==> config.mk <==
export PLATFORM = sky130hd
export DESIGN_NAME = axilite_arbiter
export DESIGN_NICKNAME = d
export VERILOG_FILES = /design/src/rtl/axilite_arbiter.sv
export SDC_FILE = /design/constraint.sdc
export NUM_CORES = 1
export LEC_CHECK = 0
export BUFFER_PORTS_ARGS = -buffer_cell sky130_fd_sc_hd__buf_2
export CAP_MARGIN = 20
export CORE_ASPECT_RATIO = 1.2
export CORE_MARGIN = 5
export CORE_UTILIZATION = 35
export DETAILED_ROUTE_END_ITERATION = 6
export PLACE_DENSITY_LB_ADDON = 0.08
export RECOVER_POWER = 100
export SLEW_MARGIN = 20
export SYNTH_ARGS = -nofsm -noshare
export SYNTH_HDL_FRONTEND = slang
export SYNTH_SLANG_ARGS = --single-unit
export TNS_END_PERCENT = 5
==> constraint.sdc <==
create_clock -name aclk -period 8.64 [get_ports aclk]
set_input_delay 0.864 -clock aclk [delete_from_list [all_inputs] [get_ports aclk]]
set_output_delay 0.864 -clock aclk [all_outputs]
set_load 0.02 [all_outputs]
==> src/rtl/axilite_arbiter.sv <==
// Two-requester round-robin front end onto a single AXI4-Lite master port.
// One transaction is in flight at a time; its completion is reported to the requester that issued it.
module axilite_arbiter #(
  parameter int ADDR_W = 32,
  parameter int DATA_W = 32
) (
  input  logic                aclk,
  input  logic                areset,
  // requester 0
  input  logic                req0_valid,
  input  logic                req0_we,
  input  logic [ADDR_W-1:0]   req0_addr,
  input  logic [DATA_W-1:0]   req0_wdata,
  input  logic [DATA_W/8-1:0] req0_wstrb,
  output logic                req0_ready,
  output logic                req0_done,
  output logic [DATA_W-1:0]   req0_rdata,
  output logic [1:0]          req0_resp,
  // requester 1
  input  logic                req1_valid,
  input  logic                req1_we,
  input  logic [ADDR_W-1:0]   req1_addr,
  input  logic [DATA_W-1:0]   req1_wdata,
  input  logic [DATA_W/8-1:0] req1_wstrb,
  output logic                req1_ready,
  output logic                req1_done,
  output logic [DATA_W-1:0]   req1_rdata,
  output logic [1:0]          req1_resp,
  // AXI4-Lite master
  output logic [ADDR_W-1:0]   awaddr,
  output logic                awvalid,
  input  logic                awready,
  output logic [DATA_W-1:0]   wdata,
  output logic [DATA_W/8-1:0] wstrb,
  output logic                wvalid,
  input  logic                wready,
  input  logic [1:0]          bresp,
  input  logic                bvalid,
  output logic                bready,
  output logic [ADDR_W-1:0]   araddr,
  output logic                arvalid,
  input  logic                arready,
  input  logic [DATA_W-1:0]   rdata,
  input  logic [1:0]          rresp,
  input  logic                rvalid,
  output logic                rready,
  output logic                busy
);

  typedef enum logic [2:0] {IDLE, WR, WRESP, RD, RRESP} state_t;

  state_t              state;
  logic                grant;
  logic                grant_id;
  logic                owner;
  logic                last_id;
  logic                aw_ok;
  logic                w_ok;
  logic [1:0]          done_q;
  logic [ADDR_W-1:0]   addr_q;
  logic [DATA_W-1:0]   wdata_q;
  logic [DATA_W/8-1:0] wstrb_q;
  logic [DATA_W-1:0]   rdata_q [2];
  logic [1:0]          resp_q  [2];

  // NOTE: every variable assigned in always_comb gets a default first, so no path leaves it unassigned and no latch is inferred.
  always_comb begin
    grant    = 1'b0;
    grant_id = 1'b0;
    if (state == IDLE) begin
      grant = req0_valid | req1_valid;
      // on a tie, the requester not served last goes first
      if (req0_valid && req1_valid) grant_id = ~last_id;
      else                          grant_id = req1_valid;
    end
  end

  assign req0_ready = grant & ~grant_id;
  assign req1_ready = grant & grant_id;

  // a write channel is finished once its valid has dropped or is handshaking now
  assign aw_ok = ~awvalid | awready;
  assign w_ok  = ~wvalid  | wready;

  assign awaddr = addr_q;
  assign araddr = addr_q;
  assign wdata  = wdata_q;
  assign wstrb  = wstrb_q;

  assign req0_done  = done_q[0];
  assign req1_done  = done_q[1];
  assign req0_rdata = rdata_q[0];
  assign req1_rdata = rdata_q[1];
  assign req0_resp  = resp_q[0];
  assign req1_resp  = resp_q[1];

  // NOTE: the payload holding registers carry no reset; they are only observed while a valid qualifies them.
  always_ff @(posedge aclk) begin
    if (grant) begin
      addr_q  <= grant_id ? req1_addr  : req0_addr;
      wdata_q <= grant_id ? req1_wdata : req0_wdata;
      wstrb_q <= grant_id ? req1_wstrb : req0_wstrb;
    end
  end

  // NOTE: sequential state uses non-blocking assignments only; done_q is cleared by default and a later assignment in the same pass overrides it.
  always_ff @(posedge aclk) begin
    if (areset) begin
      state   <= IDLE;
      awvalid <= 1'b0;
      wvalid  <= 1'b0;
      arvalid <= 1'b0;
      bready  <= 1'b0;
      rready  <= 1'b0;
      busy    <= 1'b0;
      done_q  <= '0;
      owner   <= 1'b0;
      last_id <= 1'b1;
      for (int i = 0; i < 2; i++) begin
        rdata_q[i] <= '0;
        resp_q[i]  <= '0;
      end
    end else begin
      done_q <= '0;
      unique case (state)
        IDLE: begin
          if (grant) begin
            owner   <= grant_id;
            last_id <= grant_id;
            busy    <= 1'b1;
            if (grant_id ? req1_we : req0_we) begin
              state   <= WR;
              awvalid <= 1'b1;
              wvalid  <= 1'b1;
            end else begin
              state   <= RD;
              arvalid <= 1'b1;
            end
          end
        end
        WR: begin
          if (awready) awvalid <= 1'b0;
          if (wready)  wvalid  <= 1'b0;
          if (aw_ok && w_ok) begin
            state  <= WRESP;
            bready <= 1'b1;
          end
        end
        WRESP: begin
          // the done cycle is spent here so no new grant can overlap it
          if (done_q != '0) begin
            state <= IDLE;
            busy  <= 1'b0;
          end else if (bvalid && bready) begin
            bready         <= 1'b0;
            done_q[owner]  <= 1'b1;
            resp_q[owner]  <= bresp;
          end
        end
        RD: begin
          if (arready) begin
            arvalid <= 1'b0;
            rready  <= 1'b1;
            state   <= RRESP;
          end
        end
        RRESP: begin
          if (done_q != '0) begin
            state <= IDLE;
            busy  <= 1'b0;
          end else if (rvalid && rready) begin
            rready         <= 1'b0;
            done_q[owner]  <= 1'b1;
            rdata_q[owner] <= rdata;
            resp_q[owner]  <= rresp;
          end
        end
        default: state <= IDLE;
      endcase
    end
  end

endmodule

After elaboration in Yosys (flattened, before gate mapping)
Memory sizes are Yosys's and may differ from the RTL's. Index checks and enable logic that the tools add are counted.

Magnitude comparators: 2. Equal/unequal tests: 16. Mux-type cells: 60. Bitwise logic cells: 10. Reductions and logical operators: 23.

Operators with widths (count): two-way mux 32 bit (3); two-way mux 1 bit (36); OR reduction 32 bit (1); AND reduction 4 bit (6); inequality test 2 bit, second input constant (10); two-way mux 2 bit (7); two-way mux 3 bit (4); one-hot mux 1 bit (2 select lines) (6); one-hot mux 3 bit (4 select lines) (1); nonzero test 2 bit (6); == test 3 x 2 -> 1 bit, second input constant (2); logical AND 1 bit (5); two-way mux 4 bit (1); inequality test 2 x 1 -> 1 bit, second input constant (2); inverter 1 bit (4); bitwise OR 1 bit (4); one-hot mux 2 bit (2 select lines) (1); OR reduction 2 bit (2); == test 3 x 1 -> 1 bit, second input constant (1); == test 3 bit, second input constant (1); zero test 3 bit (1); AND reduction 3 bit (1); AND 1 bit (2); < comparator 1 x 2 -> 1 bit, second input constant (1); other kinds (3) (3).

Register bits after elaboration: 81. RAM bits: 68. Input bits: 183. Output and inout port bits: 178. Memories: 2.

Memories: rdata_q (depth 2, bits a word 32, read ports 2, clocked after Yosys merged registers in 0, write ports 2, line 63) `logic [DATA_W-1:0] rdata_q [2];`; resp_q (depth 2, bits a word 2, read ports 2, clocked after Yosys merged registers in 0, write ports 2, line 64) `logic [1:0] resp_q [2];`.

Longest topological paths before layout
Depth in word-level cells: 9. Depth in mapped cells: 6. Depth with buffers taken out: 5.

Worst setup path before layout
OpenSTA, ideal clock, no wires.

Kind: input port to flip-flop. Start: in rvalid. End: mem rdata_q[1][0], enable pin. Setup time: 466 ps. Data arrival time: 3442 ps. Data required time: 8174 ps. Path slack: 4733 ps. Stages on the path: 3. Buffers on the path: 0. Cells stage by stage: and2_1 > nand3_1 > o21ai_0.

RTL lines: start: declaration (line 45) `input logic rvalid,`; end: declaration (line 63).

==> impl_metrics.yaml <==
clock_network:
  cts.sinks: 149
  cts_resized: 0
  post_cts_buffers: 0
  htree_levels: 4
  cts_tree: "yes"
  clock_latency_ns: 0.42
  cts-root-buf: "clkbuf_16"
  clockBufferDepth: 2
  cts_hold_buf: 0
  clk_pin_slew_worst_paths_ns: 0.06
  numCtsBuffers: 17
synth:
  synth_edf_count: 136
  async_flop_share_pct: 0
  ys_seq_area_share_pct: 65.7
  synth_warnings: 0
  ys_seq_elements: 149
  synth_area_sq_mm: 0.00661
  ys_types: 41
  syn-num-nets: 597
  syn_area_per_cell_sq_um: 16.0
  synthFlopType: "edfxtp_1"
  synth_cells: 414
worst_setup_path:
  arrival_ns: 4.91
  slowest_stage: "o21ai_0"
  worst-setup-path-type: "in2reg"
  max_stage_delay_ns: 3.39
  rr_worst_depth: 3
  crit_fanout: 32
  crit_chain: "clkbuf_1 > nor3_1 > nand2_1 > o21ai_0"
  crit_required_ns: 8.54
  endpoint_kind: "flop"
  worstSetupStartpointType: "input port"
routing:
  dr.pass1.iters: 4
  drc: 0
  vias_per_cell: 4.54
  final_antenna_net_count: 0
  drt_wl_total_mm: 19.3
  via_count: 4593
  dr.first_iter.drc_count: 171
  wl_per_cell_um: 19.1
sta:
  post-route-min-period_ns: 5.00
  hold_violations: 0
  finalSetupViolations: 0
  fin_skew_ns: 0.00997
  tns_ns: 0
  slew_headroom_pct: -210
  rsz0062_at_grt: "no"
  worst_slew_pin_slew_ns: 4.60
  slew_viol_final: 210
  fin_crit_sh_pct: 57.9
  fmax_mhz: 200
status:
  status: "finished, violations left"
  violations: "capacitance limit, slew limit"
die:
  ios: 361
  dieArea_sq_mm: 0.0217
  core_area_sq_mm: 0.0187
  die_y_um: 161
  row_count: 55
  start_util_pct: 35.3
  fp.dieW_um: 135
finish:
  n_fill_cell: 1913
  layout_common_cells: "clkbuf_1 (183), buf_2 (181), edfxtp_1 (136)"
  instances_no_fill: 1012
  areaGrowthSynthToFinish_pct: 28.2
  final_common_cell: "clkbuf_1"
  layout.nets: 926
  drive_gt1_share_pct: 28.6
  num_antenna_cells: 0
place:
  dp_cells: 980
  port_buffers: 360
  routabilityCongestion: 0.781
  hpwl_mm: 15.1
global_route:
  grt_first_pass_wirelength_mm: 28.2
  grt.total_usage_pct: 17.3
  antenna_found_initial: 3
  grt_max_degree: 69
  grt_overflow: 0
  first_global_vias: 4779
power_and_ir_drop:
  ir_drop_uv: 122
  leakage_nw: 3.42
  power_density_mw_per_mm2: 297
hold_path:
  holdPathStages: 2
  hp-class: "reg2reg"
flow_run:
  max_cap_violations: 5
-- kinds of logic after synthesis --
| family | share of synthesized area [%] |
|---|---|
| mux | 15.8 |
| compound gates | 2.04 |
| flops | 65.7 |
| buf+inv | 6.21 |
| xor+xnor | 0.133 |
| simple gates | 10.1 |
-- cell type report --
cell class	count	area (sq um)	area share, %
sequential	149	4340	51.2
timing repair buffer	364	1600	18.8
multi-input combinational	203	1580	18.6
clock buffer	18	429	5.06
tap	256	320	3.78
clock inverter	14	178	2.10
inverter	8	30.0	0.354
-- power by group --
part	internal (W)	switching (W)
sequential	0.000998	0.0000692
combinational	0.000184	0.000512
clock	0.000458	0.000299
total	0.00164	0.000881
-- cells in the mapped netlist (all sizes together), types with 2 or more instances --
| master | n | area, sq um |
|---|---|---|
| a211oi | 2 | 15.0 |
| and3 | 34 | 213 |
| nand2b | 3 | 18.8 |
| nand2 | 15 | 56.3 |
| mux2i | 3 | 30.0 |
| edfxtp | 136 | 4080 |
| nor2 | 7 | 33.8 |
| o22ai | 2 | 12.5 |
| buf | 43 | 339 |
| nand3 | 5 | 37.5 |
| and2 | 33 | 206 |
| inv | 8 | 30.0 |
| clkbuf | 11 | 41.3 |
| mux2 | 68 | 1020 |
| o21ai | 2 | 10.0 |
| nor3 | 7 | 51.3 |
| dfxtp | 13 | 260 |
| a21oi | 5 | 25.0 |
| nor4 | 2 | 12.5 |
-- layer usage --
metal	wire length (um)	global-route usage [%]	vias up
met4	410	6.28	6
met1	6830	18.0	2171
li1	-	-	2163
met2	10100	31.1	221
met3	1960	6.77	32
met5	26	0	-
-- flip-flops by register name, indices dropped and copies added, names as in the netlist --
register  cells
wvalid        1
owner         1
bready        1
state         3
wdata        32
resp_q        4
wstrb         4
rdata_q      64
araddr       32
last_id       1
rready        1
done_q        2
busy          1
arvalid       1
awvalid       1
-- per-stage QoR --
step                      utilization (%)  hold slack [ns]  setup WS, ns  total power [W]  instance area, sq um
after floorplan                         -            0.453          4.73          0.00167                  6610
after global placement               44.8            0.448          5.72          0.00190                  8390
after detailed placement             44.8            0.451          5.62          0.00191                  8390
after CTS                            48.1            0.464          5.65          0.00268                  9000
after global routing                 45.3            0.484          3.26          0.00264                  8480
final                                45.3            0.465          3.64          0.00252                  8480
-- path summary, 6_finish.rpt --
| check | startpoint | slack, ns | to |
|---|---|---|---|
| max reg2reg | owner | 3.97 | rdata_q[1][5] |
| min | busy | 0.47 | busy |
| min reg2reg | busy | 0.47 | busy |
| max | areset | 3.64 | rdata_q[1][5] |
-- worst max-delay path, delay by kind of cell --
kind                   cells  cell delay, ns
AOI/OAI and AO/OA          1            3.39
buffers and inverters      1            0.26
and+or+nand+nor            2            0.36
No activity file was read; power rests on OpenSTA's default activity.
